`src/rtl/dram_ar_arbiter_pkg.sv`:
```
// Shared constants for the DRAM cache AR arbiter: requester indices, source-tag width
// and FSM state encoding.
package dram_ar_arbiter_pkg;

  localparam int unsigned AXI_ADDR_WIDTH        = 64;
  localparam int unsigned AXI_ID_WIDTH          = 4;
  localparam int unsigned DRAM_AR_ARB_SRC_WIDTH = 2;

  // Requester slots, also used by the R-path demux to decode the ID prefix
  localparam int unsigned REQ_IDX_EXTRACT = 0;
  localparam int unsigned REQ_WB          = 1;
  localparam int unsigned REQ_FILL        = 2;

  typedef enum logic [0:0] {
    S_IDLE = 1'b0,
    S_REQ  = 1'b1
  } arb_state_e;

endpackage

```
`src/rtl/dram_ar_arbiter_if.sv`:
```
// AR-channel bundle between the read requesters, the arbiter and the memory controller,
// including the R-channel snoop used for credit return.
interface dram_ar_arbiter_if
  import dram_ar_arbiter_pkg::*;
#(
  parameter int unsigned NUM_REQ         = 3,
  parameter int unsigned ADDR_WIDTH      = AXI_ADDR_WIDTH,
  parameter int unsigned ID_WIDTH        = AXI_ID_WIDTH,
  parameter int unsigned SRC_WIDTH       = DRAM_AR_ARB_SRC_WIDTH,
  parameter int unsigned MAX_OUTSTANDING = 8
);
  localparam int unsigned CNT_WIDTH = $clog2(MAX_OUTSTANDING + 1);

  logic [NUM_REQ-1:0]            req_arvalid_i;
  logic [NUM_REQ*ID_WIDTH-1:0]   req_arid_i;
  logic [NUM_REQ*ADDR_WIDTH-1:0] req_araddr_i;
  logic [NUM_REQ-1:0]            req_arready_o;
  logic [SRC_WIDTH+ID_WIDTH-1:0] arid_o;
  logic [ADDR_WIDTH-1:0]         araddr_o;
  logic                          arvalid_o;
  logic                          arready_i;
  logic                          rvalid_i;
  logic                          rready_i;
  logic                          rlast_i;
  logic [CNT_WIDTH-1:0]          outstanding_o;

  // Arbiter side: drives the memory-controller AR channel
  modport master (
    input  req_arvalid_i, req_arid_i, req_araddr_i, arready_i, rvalid_i, rready_i, rlast_i,
    output req_arready_o, arid_o, araddr_o, arvalid_o, outstanding_o
  );

  // Environment side: requesters plus memory controller
  modport slave (
    output req_arvalid_i, req_arid_i, req_araddr_i, arready_i, rvalid_i, rready_i, rlast_i,
    input  req_arready_o, arid_o, araddr_o, arvalid_o, outstanding_o
  );

endinterface

```
`src/rtl/dram_ar_arbiter_rr_pick.sv`:
```
// Combinational round-robin picker: first valid requester at or after rr_ptr_i, with wrap.
module dram_ar_arbiter_rr_pick #(
  parameter int unsigned NUM_REQ   = 3,
  parameter int unsigned SRC_WIDTH = 2
) (
  input  logic [NUM_REQ-1:0]   valid_i,
  input  logic [SRC_WIDTH-1:0] rr_ptr_i,
  output logic [NUM_REQ-1:0]   grant_oh_c,
  output logic [SRC_WIDTH-1:0] grant_idx_c,
  output logic                 any_c
);

  // Pass one covers [rr_ptr, NUM_REQ); pass two only fires for the wrapped range below it
  always_comb begin
    grant_oh_c  = '0;
    grant_idx_c = '0;
    any_c       = 1'b0;
    for (int unsigned k = 0; k < NUM_REQ; k++) begin
      if (!any_c && valid_i[k] && (SRC_WIDTH'(k) >= rr_ptr_i)) begin
        any_c         = 1'b1;
        grant_oh_c[k] = 1'b1;
        grant_idx_c   = SRC_WIDTH'(k);
      end
    end
    for (int unsigned k = 0; k < NUM_REQ; k++) begin
      if (!any_c && valid_i[k]) begin
        any_c         = 1'b1;
        grant_oh_c[k] = 1'b1;
        grant_idx_c   = SRC_WIDTH'(k);
      end
    end
  end

endmodule

```
`src/rtl/dram_ar_arbiter.sv`:
```
// Round-robin arbiter sharing the memory-controller AR channel; ID is prefixed with the grant index.
// Optional outstanding-read cap enabled by defining DRAM_AR_ARB_CREDIT_EN.
module dram_ar_arbiter
  import dram_ar_arbiter_pkg::*;
#(
  parameter int unsigned NUM_REQ         = 3,
  parameter int unsigned ADDR_WIDTH      = AXI_ADDR_WIDTH,
  parameter int unsigned ID_WIDTH        = AXI_ID_WIDTH,
  parameter int unsigned SRC_WIDTH       = DRAM_AR_ARB_SRC_WIDTH,
  parameter int unsigned MAX_OUTSTANDING = 8
) (
  input logic               clk,
  input logic               rst_n,
  dram_ar_arbiter_if.master bus
);

  localparam int unsigned CNT_WIDTH  = $clog2(MAX_OUTSTANDING + 1);
  localparam int unsigned ARID_WIDTH = SRC_WIDTH + ID_WIDTH;

  arb_state_e                state_q, state_d;
  logic [SRC_WIDTH-1:0]      rr_ptr_q, rr_ptr_d;
  logic                      arvalid_q, arvalid_d;
  logic [ARID_WIDTH-1:0]     arid_q, arid_d;
  logic [ADDR_WIDTH-1:0]     araddr_q, araddr_d;
  logic [NUM_REQ-1:0]        grant_oh_c, req_arready_c;
  logic [SRC_WIDTH-1:0]      grant_idx_c, held_idx_c;
  logic                      any_req_c, credit_ok_c;
  logic [ID_WIDTH-1:0]       sel_id_c;
  logic [ADDR_WIDTH-1:0]     sel_addr_c;

  dram_ar_arbiter_rr_pick #(
    .NUM_REQ   (NUM_REQ),
    .SRC_WIDTH (SRC_WIDTH)
  ) u_rr_pick (
    .valid_i     (bus.req_arvalid_i),
    .rr_ptr_i    (rr_ptr_q),
    .grant_oh_c  (grant_oh_c),
    .grant_idx_c (grant_idx_c),
    .any_c       (any_req_c)
  );

  // One-hot AND-OR mux of the granted requester's ID and address
  always_comb begin
    sel_id_c   = '0;
    sel_addr_c = '0;
    for (int unsigned k = 0; k < NUM_REQ; k++) begin
      sel_id_c   |= bus.req_arid_i[k*ID_WIDTH +: ID_WIDTH] & {ID_WIDTH{grant_oh_c[k]}};
      sel_addr_c |= bus.req_araddr_i[k*ADDR_WIDTH +: ADDR_WIDTH] & {ADDR_WIDTH{grant_oh_c[k]}};
    end
  end

`ifdef DRAM_AR_ARB_CREDIT_EN
  logic [CNT_WIDTH-1:0] cnt_q;
  logic                 ar_hs_c, r_done_c;

  assign ar_hs_c     = arvalid_q & bus.arready_i;
  assign r_done_c    = bus.rvalid_i & bus.rready_i & bus.rlast_i;
  assign credit_ok_c = (cnt_q != CNT_WIDTH'(MAX_OUTSTANDING));

  // Simultaneous issue and return cancel; a return with nothing outstanding is dropped
  always_ff @(posedge clk) begin
    if (!rst_n) begin
      cnt_q <= '0;
    end else if (ar_hs_c && !r_done_c) begin
      cnt_q <= cnt_q + CNT_WIDTH'(1);
    end else if (r_done_c && !ar_hs_c && (cnt_q != '0)) begin
      cnt_q <= cnt_q - CNT_WIDTH'(1);
    end
  end

  assign bus.outstanding_o = cnt_q;
`else
  logic unused_r_snoop;
  assign unused_r_snoop    = &{1'b0, bus.rvalid_i, bus.rready_i, bus.rlast_i};
  assign credit_ok_c       = 1'b1;
  assign bus.outstanding_o = CNT_WIDTH'(0);
`endif

  assign held_idx_c = arid_q[ARID_WIDTH-1 -: SRC_WIDTH];

  always_ff @(posedge clk) begin
    if (!rst_n) begin
      state_q   <= S_IDLE;
      rr_ptr_q  <= '0;
      arvalid_q <= 1'b0;
      arid_q    <= '0;
      araddr_q  <= '0;
    end else begin
      state_q   <= state_d;
      rr_ptr_q  <= rr_ptr_d;
      arvalid_q <= arvalid_d;
      arid_q    <= arid_d;
      araddr_q  <= araddr_d;
    end
  end

  // Accept in IDLE, hold the registered request in REQ until the controller takes it
  always_comb begin
    state_d       = state_q;
    rr_ptr_d      = rr_ptr_q;
    arvalid_d     = arvalid_q;
    arid_d        = arid_q;
    araddr_d      = araddr_q;
    req_arready_c = '0;
    case (state_q)
      S_IDLE: begin
        if (any_req_c && credit_ok_c) begin
          req_arready_c = grant_oh_c;
          arid_d        = {grant_idx_c, sel_id_c};
          araddr_d      = sel_addr_c;
          arvalid_d     = 1'b1;
          state_d       = S_REQ;
        end
      end
      S_REQ: begin
        if (bus.arready_i) begin
          arvalid_d = 1'b0;
          rr_ptr_d  = (held_idx_c == SRC_WIDTH'(NUM_REQ - 1)) ? '0 : held_idx_c + SRC_WIDTH'(1);
          state_d   = S_IDLE;
        end
      end
      default: state_d = S_IDLE;
    endcase
  end

  assign bus.req_arready_o = req_arready_c;
  assign bus.arvalid_o     = arvalid_q;
  assign bus.arid_o        = arid_q;
  assign bus.araddr_o      = araddr_q;

endmodule

```
`src/flat_wrapper.sv`:
```
// flat-port wrapper written by rule: the top's interface ports become plain ports
module dram_ar_arbiter_flat import dram_ar_arbiter_pkg::*;
#(
  parameter int unsigned NUM_REQ         = 3,
  parameter int unsigned ADDR_WIDTH      = AXI_ADDR_WIDTH,
  parameter int unsigned ID_WIDTH        = AXI_ID_WIDTH,
  parameter int unsigned SRC_WIDTH       = DRAM_AR_ARB_SRC_WIDTH,
  parameter int unsigned MAX_OUTSTANDING = 8
)
  (clk, rst_n, bus_req_arvalid_i, bus_req_arid_i, bus_req_araddr_i, bus_arready_i, bus_rvalid_i, bus_rready_i, bus_rlast_i, bus_req_arready_o, bus_arid_o, bus_araddr_o, bus_arvalid_o, bus_outstanding_o);
  dram_ar_arbiter_if #(.NUM_REQ(NUM_REQ), .ADDR_WIDTH(ADDR_WIDTH), .ID_WIDTH(ID_WIDTH), .SRC_WIDTH(SRC_WIDTH), .MAX_OUTSTANDING(MAX_OUTSTANDING)) bus_i ();
  input logic clk;
  input logic rst_n;
  input wire logic [$bits(bus_i.req_arvalid_i)-1:0] bus_req_arvalid_i;
  input wire logic [$bits(bus_i.req_arid_i)-1:0] bus_req_arid_i;
  input wire logic [$bits(bus_i.req_araddr_i)-1:0] bus_req_araddr_i;
  input wire logic [$bits(bus_i.arready_i)-1:0] bus_arready_i;
  input wire logic [$bits(bus_i.rvalid_i)-1:0] bus_rvalid_i;
  input wire logic [$bits(bus_i.rready_i)-1:0] bus_rready_i;
  input wire logic [$bits(bus_i.rlast_i)-1:0] bus_rlast_i;
  output wire logic [$bits(bus_i.req_arready_o)-1:0] bus_req_arready_o;
  output wire logic [$bits(bus_i.arid_o)-1:0] bus_arid_o;
  output wire logic [$bits(bus_i.araddr_o)-1:0] bus_araddr_o;
  output wire logic [$bits(bus_i.arvalid_o)-1:0] bus_arvalid_o;
  output wire logic [$bits(bus_i.outstanding_o)-1:0] bus_outstanding_o;
  assign bus_i.req_arvalid_i = bus_req_arvalid_i;
  assign bus_i.req_arid_i = bus_req_arid_i;
  assign bus_i.req_araddr_i = bus_req_araddr_i;
  assign bus_i.arready_i = bus_arready_i;
  assign bus_i.rvalid_i = bus_rvalid_i;
  assign bus_i.rready_i = bus_rready_i;
  assign bus_i.rlast_i = bus_rlast_i;
  assign bus_req_arready_o = bus_i.req_arready_o;
  assign bus_arid_o = bus_i.arid_o;
  assign bus_araddr_o = bus_i.araddr_o;
  assign bus_arvalid_o = bus_i.arvalid_o;
  assign bus_outstanding_o = bus_i.outstanding_o;
  dram_ar_arbiter #(.NUM_REQ(NUM_REQ), .ADDR_WIDTH(ADDR_WIDTH), .ID_WIDTH(ID_WIDTH), .SRC_WIDTH(SRC_WIDTH), .MAX_OUTSTANDING(MAX_OUTSTANDING)) u_core (.clk(clk), .rst_n(rst_n), .bus(bus_i));
endmodule
```
`config.mk`:
```
export PLATFORM = sky130hd
export DESIGN_NAME = dram_ar_arbiter_flat
export DESIGN_NICKNAME = d
export VERILOG_FILES = /design/src/rtl/dram_ar_arbiter_pkg.sv /design/src/rtl/dram_ar_arbiter_if.sv /design/src/rtl/dram_ar_arbiter_rr_pick.sv /design/src/rtl/dram_ar_arbiter.sv /design/src/flat_wrapper.sv
export SDC_FILE = /design/constraint.sdc
export NUM_CORES = 1
export LEC_CHECK = 0
export CORE_AREA = 2 2 114 116
export CTS_CLUSTER_DIAMETER = 120
export CTS_CLUSTER_SIZE = 10
export DETAILED_ROUTE_END_ITERATION = 12
export DIE_AREA = 0 0 116 118
export PLACE_DENSITY = 0.8
export SYNTH_ARGS = -nofsm -noshare
export SYNTH_HDL_FRONTEND = slang
export SYNTH_HIERARCHICAL = 1
export SYNTH_SLANG_ARGS = --single-unit
```
`constraint.sdc`:
```
create_clock -name clk -period 4.6 [get_ports clk]
set_input_delay 0.46 -clock clk [delete_from_list [all_inputs] [get_ports clk]]
set_output_delay 0.46 -clock clk [all_outputs]
set_load 0.005 [all_outputs]
```
# == After elaboration in Yosys (flattened, before gate mapping) ==
# Cells that the tools add are included.
# word_totals
ff_bits,74
input_bits,213
output_inout_bits,78
# op_classes
add_sub_neg,1
n_lt_le_gt_ge,3
n_eq_ne,3
muxes,25
bitwise,11
reduce_logical,16
# op_table
cell,count
$and 64x64->64,3
$or 64x64->64,2
$mux 1,16
$and 4x4->4,3
$mux 2,5
$logic_and 1x1->1,8
$or 4x4->4,2
$mux 3,2
$reduce_and 2->1,3
$logic_not 1->1,5
$ge 1x2->1 const A,2
$pmux 1 s2,2
$add 2x1->2 const B,1
$eq 2x2->1 const B,1
$ge 2x2->1 const A,1
$ne 2x1->1 const B,1
$ne 2x2->1 const B,1
$not 1->1,1

# == Logic depth before layout (Yosys ltp) ==
# depth
ltp_word,22
mapped_depth,7
ltp_nobuf,4

# == Cells and area by module ==
# Netlist, hierarchy kept.
# by_module_without_submodules
module,n_inst,cells_each,area_each_um2,seq_area_each_um2
dram_ar_arbiter,1,350,3268.1,1481.4
dram_ar_arbiter_rr_pick,1,14,100.1,0.0

# == Worst setup path before layout ==
# No wires, ideal clock.
# synth_path
path_type,input to output
startpoint,input bus_req_arvalid_i[1]
endpoint,output bus_req_arready_o[0]
arrival_ns,1.537
required_ns,4.140
slack_ns,2.603
stages,6
path_buffers,3
cell_sequence,or3_1 nor2b_1 buf_2 buf_6 buf_2 and2_1
# synth_between
elab_chain_len,18
elab_cells_between_ends,19
classes_between,mux (8); reduce/logical (11)
# synth_lines
item,line,text
start: declaration,flat_wrapper.sv:14,input wire logic [$bits(bus_i.req_arvalid_i)-1:0] bus_req_arvalid_i;
$logic_and 1x1->1 (2 in series),dram_ar_arbiter_rr_pick.sv:19,if (!any_c && valid_i[k] && (SRC_WIDTH'(k) >= rr_ptr_i)) begin
$mux 1,dram_ar_arbiter_rr_pick.sv:19,
$logic_not 1->1,dram_ar_arbiter_rr_pick.sv:19,
$logic_and 1x1->1 (2 in series),dram_ar_arbiter_rr_pick.sv:19,
$mux 1,dram_ar_arbiter_rr_pick.sv:19,
$logic_not 1->1,dram_ar_arbiter_rr_pick.sv:26,if (!any_c && valid_i[k]) begin
$logic_and 1x1->1,dram_ar_arbiter_rr_pick.sv:26,
$mux 1,dram_ar_arbiter_rr_pick.sv:26,
$logic_not 1->1,dram_ar_arbiter_rr_pick.sv:26,
$logic_and 1x1->1,dram_ar_arbiter_rr_pick.sv:26,
$mux 1,dram_ar_arbiter_rr_pick.sv:26,
$logic_not 1->1,dram_ar_arbiter_rr_pick.sv:26,
$logic_and 1x1->1,dram_ar_arbiter_rr_pick.sv:26,
$mux 1,dram_ar_arbiter_rr_pick.sv:26,
$mux 3 *,dram_ar_arbiter.sv:107,if (any_req_c && credit_ok_c) begin
$mux 3 *,dram_ar_arbiter.sv:105,case (state_q)
end: declaration,flat_wrapper.sv:21,output wire logic [$bits(bus_i.req_arready_o)-1:0] bus_req_arready_o;
# Every way passes the cells marked *; elsewhere a longest branch is shown, timed or not.

# == Worst setup path in the final report ==
# layout_path
startpoint,input bus_req_arvalid_i[1]
endpoint,output bus_req_arready_o[2]
# layout_between
elab_chain_len,18
elab_cells_between_ends,20
classes_between,mux (9); reduce/logical (11)
# layout_lines
item,line,text
$logic_and 1x1->1 (2 in series),dram_ar_arbiter_rr_pick.sv:19,
$mux 1,dram_ar_arbiter_rr_pick.sv:19,
$logic_not 1->1,dram_ar_arbiter_rr_pick.sv:19,
$logic_and 1x1->1 (2 in series),dram_ar_arbiter_rr_pick.sv:19,
$mux 1,dram_ar_arbiter_rr_pick.sv:19,
$logic_not 1->1,dram_ar_arbiter_rr_pick.sv:26,
$logic_and 1x1->1,dram_ar_arbiter_rr_pick.sv:26,
$mux 1,dram_ar_arbiter_rr_pick.sv:26,
$logic_not 1->1,dram_ar_arbiter_rr_pick.sv:26,
$logic_and 1x1->1,dram_ar_arbiter_rr_pick.sv:26,
$mux 1,dram_ar_arbiter_rr_pick.sv:26,
$logic_not 1->1,dram_ar_arbiter_rr_pick.sv:26,
$logic_and 1x1->1,dram_ar_arbiter_rr_pick.sv:26,
$mux 1 *,dram_ar_arbiter_rr_pick.sv:26,
named net u_core.grant_oh_c[2],dram_ar_arbiter.sv:25,"logic [NUM_REQ-1:0] grant_oh_c, req_arready_c;"
$mux 3 *,dram_ar_arbiter.sv:107,
$mux 3 *,dram_ar_arbiter.sv:105,
# The timed path passes the listed nets; every way through them passes the cells marked *.

==> results.txt <==
----------------------------------------------------
[Floorplanning]
  Die ar. ... 13,690 um^2
  Starting density of the core ... 27.13%
  Die X-Extent ... 116 um
  Total number of placement rows ... 41
  Core Area ... 12,410 um^2
  Height of the die ... 118 um
  Top-level I/O count ... 291

[Pwr]
  P_int ... 1.605 mW
  Pwr/cell area ... 321.1 nW/um^2
  Reported leakage power ... 2.328 nW
  Part of the total power dissipated in combinational logic ... 25.9%
  Power, Total ... 2.097 mW
  Switching share of power ... 23.44%
  Peak VDD IR ... 0.1933 mV
  Clock Power Share ... 38.8%
  Proportion of power drawn by flip-flops and latches ... 35.3%
  Net switching power ... 491.4 uW

[Setup path]
  Endpoint required time on the critical path ... 4140 ps
  Worst path most repeated cell ... sky130_fd_sc_hd__clkdlybuf4s50_1
  Startpoint kind of the worst setup timing path ... input pin
  WS Path Type ... input pin to primary output
  Slowest library cell on the worst path ... sky130_fd_sc_hd__o31a_2
  Worst Setup End Kind ... primary output
  Highest cell delay on the worst timing path ... 670 ps
  Worst path arrival time ... 3060 ps
  Sequence of cells on the critical path ... clkdlybuf4s50_1 -> nor3b_2 -> o31a_2 -> buf_4 -> and2_1 -> clkdlybuf4s50_1
  Gate family responsible for the most delay along the worst path ... buffers and inverters
  Worst Path Max Fanout ... 36
  Buffers and inverters on the worst path ... 3

[Clocking]
  Clock transition at the register clock pins on the worst setup and hold paths after CTS ... 50 ps
  Number of setup buffers added after CTS ... 0
  Maximum buffer depth of the clock tree ... 2
  Clock root cell ... sky130_fd_sc_hd__clkbuf_16
  CTS tree ... done
  Number of H-tree levels ... 3
  PostCTS Resize Cnt ... 0
  Post-CTS Hold Fix Bufs ... 0
  Clock tree sinks ... 74
  Number of buffers created by CTS ... 9
  Clk Latency, worst-skew pair ... 320 ps

[Synthesis]
  Post-synthesis sequential area ratio ... 43.98%
  Share of the synthesized area in the top cell type ... 43.98%
  Post-synthesis async set-or-reset flop share ... 0%
  Post-synth EDFFs ... 0
  #FFs+latches synth ... 74
  Post-synthesis instance area ... 3368 um^2
  Cell type with the highest aggregate area in the netlist ... sky130_fd_sc_hd__dfxtp_1
  Top flip-flop cell by instance count after synthesis ... sky130_fd_sc_hd__dfxtp_1
  Avg Synthesized Cell Area ... 9.253 um^2
  Most frequently used cell type in the post-synthesis netlist ... sky130_fd_sc_hd__dfxtp_1
  Top cells by count, synth ... 74 x sky130_fd_sc_hd__dfxtp_1, 71 x sky130_fd_sc_hd__a21oi_1, 68 x sky130_fd_sc_hd__a222oi_1
  Count of cell types in the netlist ... 23
  Top cells by area, synth ... sky130_fd_sc_hd__dfxtp_1 44%, sky130_fd_sc_hd__a222oi_1 20%, sky130_fd_sc_hd__a21oi_1 11%, sky130_fd_sc_hd__o21ai_0 8.9%, sky130_fd_sc_hd__buf_6 3.0%
  Number of warning messages in the yosys log ... 6
  Cell count after synthesis ... 364

[Drt]
  Via total after detailed routing ... 4,191
  Drt initial violations ... 328
  Number of vias per cell ... 5.292
  DRT Pass-1 Iters ... 9
  Total wirelength of the detailed-routed design ... 13,480 um
  ANT nets after route ... 0
  Average wire per standard cell ... 17.02 um
  Residual DRC count ... 0

[Finish]
  Synthesis-to-finish area growth ... 93.87%
  Final instance area ... 6530 um^2
  Fraction of final layout cells sized beyond drive strength 1 ... 4.516%
  Number of nets in the final layout ... 828
  Antenna fix cells ... 0
  Filler Cells Inserted ... 1,148

[STA]
  Setup TNS Final ... 0 ps
  Achievable clock frequency ... 284.0 MHz
  Worst slew pin tran ... 1111 ps
  Final number of max-transition violations ... 0
  Final setup violation count ... 0
  Shortest period the worst path allows ... 3521 ps
  Final number of hold-violating endpoints ... 0
  Max-slew headroom at the worst pin ... 25.95%
  Layout Skew ... 3.834 ps
  Final clock period utilization by the worst path ... 76.55%
  RSZ-0062 raised after global routing ... false

[Hold path]
  Hold Path Class ... flip-flop to flip-flop

[Flow run]
  Number of maximum-capacitance violations ... 0

[Placed design]
  Placed wire-length estimate after detailed placement ... 9880 um
  Number of input and output port buffers inserted ... 283
  Gp weighted congestion ... 0.7613
  Standard cell area after detailed placement ... 6177 um^2

[Global route]
  Pin count of the biggest net entering global routing ... 75
  Overall global routing resource usage ... 18.44%
  Global-route wire length before repair ... 20,240 um
  Aggregate global routing overflow ... 0
  Vias in the first global route ... 4,128
  Antenna violations before repair ... 0

[Run status]
  Outcome ... finished, final reports clean

----------------------------------------------------
[per-layer routing]
metal  part of all wire (%)  up-vias  global-route usage (%)
met5                      0        -                       0
met4                    1.4        0                   5.208
met3                     11       12                   6.128
met2                     50      218                   33.66
met1                     38     1969                   19.94
li1                       -     1992                       -
[cells in the final DEF, fill, tap and decap left out]
master | netlist | layout
sky130_fd_sc_hd__a21boi_0 | 1 | 1
sky130_fd_sc_hd__a21oi_1 | 71 | 71
sky130_fd_sc_hd__a222oi_1 | 68 | 68
sky130_fd_sc_hd__and2_1 | 3 | 3
sky130_fd_sc_hd__buf_2 | 17 | 1
sky130_fd_sc_hd__buf_4 | 4 | 6
sky130_fd_sc_hd__bufinv_16 | 0 | 3
sky130_fd_sc_hd__clkbuf_16 | 0 | 9
sky130_fd_sc_hd__clkbuf_8 | 0 | 2
sky130_fd_sc_hd__clkdlybuf4s50_1 | 0 | 282
sky130_fd_sc_hd__clkinv_2 | 0 | 2
sky130_fd_sc_hd__conb_1 | 1 | 4
sky130_fd_sc_hd__dfxtp_1 | 74 | 74
sky130_fd_sc_hd__mux2i_1 | 3 | 3
sky130_fd_sc_hd__nand2_1 | 4 | 4
sky130_fd_sc_hd__nand2b_1 | 1 | 1
sky130_fd_sc_hd__nand4b_1 | 1 | 1
sky130_fd_sc_hd__nor2_1 | 3 | 3
sky130_fd_sc_hd__nor2b_1 | 6 | 5
sky130_fd_sc_hd__nor2b_4 | 0 | 1
sky130_fd_sc_hd__nor3b_2 | 1 | 1
sky130_fd_sc_hd__o211a_1 | 2 | 1
sky130_fd_sc_hd__o211a_2 | 0 | 1
sky130_fd_sc_hd__o21ai_0 | 60 | 60
sky130_fd_sc_hd__o21ai_1 | 9 | 9
sky130_fd_sc_hd__o221a_2 | 1 | 1
sky130_fd_sc_hd__o31a_1 | 2 | 1
sky130_fd_sc_hd__o31a_2 | 0 | 1
sky130_fd_sc_hd__or3_1 | 1 | 1
[power groups by stage]
stage	Sequential, mW	Combinational (mW)	Clock [mW]
after CTS	0.740	0.545	0.837
after global routing	0.747	0.583	0.872
final	0.740	0.543	0.813
after floorplan	0.755	0.198	0
after detailed placement	0.752	0.541	0
after global placement	0.748	0.530	0
[sequential cells by signal (all words and copies together), names as in the netlist]
register,cells
u_core/bus.arid_o,6
u_core/bus.araddr_o,64
u_core/bus.arvalid_o,1
u_core/state_q,1
u_core/rr_ptr_q,2
[worst min-delay path, stage by stage (launching register included)]
cell and delay (ps):
sky130_fd_sc_hd__dfxtp_1 300, sky130_fd_sc_hd__o21ai_1 120, sky130_fd_sc_hd__a21oi_1 50
[final timing paths]
kind              slack (ps)                                 start                                    to  depth (start not counted)
hold / removal           520  u_core/bus.araddr_o[37]$_SDFFE_PN0P_  u_core/bus.araddr_o[37]$_SDFFE_PN0P_                          2
hold reg to reg          520  u_core/bus.araddr_o[37]$_SDFFE_PN0P_  u_core/bus.araddr_o[37]$_SDFFE_PN0P_                          2
setup reg to reg        2290       u_core/rr_ptr_q[0]$_SDFFE_PN0P_   u_core/bus.araddr_o[6]$_SDFFE_PN0P_                          5
setup / recovery        1080                  bus_req_arvalid_i[1]                  bus_req_arready_o[2]                          6
[layout make-up]
class | instances | area, um^2 | share of cell area [%]
clock buffer | 11 | 252.7 | 3.870
clock inverter | 5 | 100.1 | 1.533
multi-input combinational | 241 | 1608 | 24.62
sequential | 74 | 1481 | 22.69
tap | 172 | 215.2 | 3.296
timing repair buffer | 289 | 2873 | 43.99
[logic make-up after synthesis]
| family | after synthesis | share of synthesized area [%] |
|---|---|---|
| other cells | 1 | 0.1113 |
| compound gates | 214 | 42.68 |
| simple gates | 20 | 3.455 |
| mux | 3 | 0.8916 |
| flops | 74 | 43.98 |
| buf+inv | 52 | 8.878 |
[stage by stage]
stage / utilization, % / hold WS [ps] / std cells / worst slack (ps)
after floorplan: - / 455.7 / 367 / 2603
after global placement: 49.76 / 500.9 / 776 / 1183
after detailed placement: 49.76 / 505.7 / 776 / 1112
after CTS: 52.60 / 520.7 / 792 / 1108
after global routing: 52.60 / 535.5 / 792 / 944.2
final: 52.60 / 516.5 / 792 / 1079
No activity file was read; power rests on OpenSTA's default activity.
==> RTL change, RTL diff (same settings) <==
Set the package constant `DRAM_AR_ARB_SRC_WIDTH` to 3 (it was 2).
--- a/src/rtl/dram_ar_arbiter_pkg.sv
+++ b/src/rtl/dram_ar_arbiter_pkg.sv
@@ -6,3 +6,3 @@
   localparam int unsigned AXI_ID_WIDTH          = 4;
-  localparam int unsigned DRAM_AR_ARB_SRC_WIDTH = 2;
+  localparam int unsigned DRAM_AR_ARB_SRC_WIDTH = 3;
 
Interface: changed (resized bus_arid_o); port bits go from 291 to 292. No check against the original RTL was run, so the function may have changed too.
==> RTL change against the original RTL <==
First-iteration DRC count is 33% higher; die area is the same; sequential cell count increased by 2; final area is 1.1% higher; worst setup slack better by 0.49 ns; synthesized area grew 3.3%; synthesized cell count rose by 4.9%; wire length up 2.4%; core utilization increased by 0.55 points; sequential power up 3.1%; power shrank 2.6%.
==> RTL change: results (changes against the original RTL) <==
- Status: complete, no violations
- Setup bufs post-CTS: 0 (unchanged)
- Crit path max fanout: 34 (-5.6%)
- GR Util met3: 0.07775 (+0.01648)
- Area after DPL: 6292 µm² (+1.9%)
- Port Buffers: 284 (+0.35%)
- Int Pwr: 1.526 mW (-4.9%)
- Met1 Usage GRT: 0.1961 (-0.003305)
- Starting DRT DRC Count: 436 (+33%)
- Crit path DAT: 2.57 ns (-0.49 ns)
- Initial antenna violation count: 1 (+1)
- Worst vdd rail ir drop: 0.0001797 V (-7.0%)
- Worst-skew pair later-pin latency: 0.34 ns (+0.02 ns)
- Met2 Usage GRT: 0.3567 (+0.02010)
- Drt via density: 5.333 (+0.79%)
- CP max stage cell: o2111a_2
- Sequential-to-total area share from yosys stat: 0.4373 (-0.002569)
- Post-synth top cells: 76 x dfxtp_1, 71 x o21ai_0, 69 x a21oi_1, 68 x a222oi_1, 20 x clkbuf_1
- Nets@finish: 845 (+2.1%)
- Synth area leaders: dfxtp_1 44%, a222oi_1 20%, o21ai_0 10%
- First-pass GRT wire length: 20950 µm (+3.5%)
- Gpl congestion: 0.7548 (-0.85%)
- Layout fillers: 1153 (+0.44%)
- Largest net degree at the start of global routing: 76 (+1.3%)
- Post-DP HPWL: 9992 µm (+1.1%)
- Wirelength per Cell: 17.03 µm (about the same)
RTL change: logic make-up (layout without fill, tap and decap cells):
family,after synthesis,in the layout,synth area share
AO/OA/AOI/OAI,219,219,0.4243
flip-flops,76,76,0.4373
XOR/XNOR,1,1,0.002518
other,2,6,0.002158
buffers and inverters,55,307,0.08846
AND/OR/NAND/NOR,29,29,0.04531
RTL change: routing by layer:
| metal | wire, µm | vias up |
|---|---|---|
| li1 | - | 2041 |
| met1 | 4765 | 2007 |
| met2 | 7216 | 251 |
| met3 | 1538 | 21 |
| met4 | 276 | 0 |
| met5 | 0 | - |
RTL change: worst paths after layout:
path	slack, ns	endpoint	start	cells after the start
worst max-delay path	1.57	bus_req_arready_o[1]	bus_req_arvalid_i[2]	5
worst max register to register	2.24	u_core/bus.araddr_o[63]	u_core/rr_ptr_q[0]	5
worst min-delay path	0.47	u_core/bus.arvalid_o	u_core/bus.arvalid_o	2
worst min register to register	0.47	u_core/bus.arvalid_o	u_core/bus.arvalid_o	2
RTL change: layout make-up:
type / instances / share of cell area
clock buffers: 12 / 0.03887
diodes: 1 / 0.0003792
inverters: 2 / 0.001138
flip-flops and latches: 76 / 0.2306
multi-input cells: 254 / 0.2535
repair buffers: 289 / 0.4357
clock inverters: 4 / 0.007205
well taps: 172 / 0.03261
RTL change: power groups by stage:
stage          combinational, mW  sequential [mW]  clock (mW)
6_report                   0.565            0.763       0.714
5_1_grt                    0.608            0.771       0.776
4_1_cts                    0.568            0.763       0.739
3_5_place_dp               0.565            0.776           0
3_3_place_gp               0.549            0.772           0
2_1_floorplan              0.214            0.778           0
RTL change: worst min-delay path, cell delays in order, from the launching register on:
cell and delay [ns]:
dfxtp_1 0.32, nor2_1 0.05, nor2_1 0.07
RTL change: stage by stage:
step / instances / setup slack, ns / hold WS (ns) / power, mW / utilization
6_report: 810 / 1.568 / 0.4698 / 2.042 / 0.5315
5_1_grt: 810 / 1.443 / 0.5337 / 2.155 / 0.5315
4_1_cts: 809 / 1.547 / 0.4833 / 2.070 / 0.5313
3_5_place_dp: 793 / 1.551 / 0.4680 / 1.341 / 0.5069
3_3_place_gp: 793 / 1.620 / 0.4625 / 1.321 / 0.5069
2_1_floorplan: 385 / 2.681 / 0.4635 / 0.9924 / -
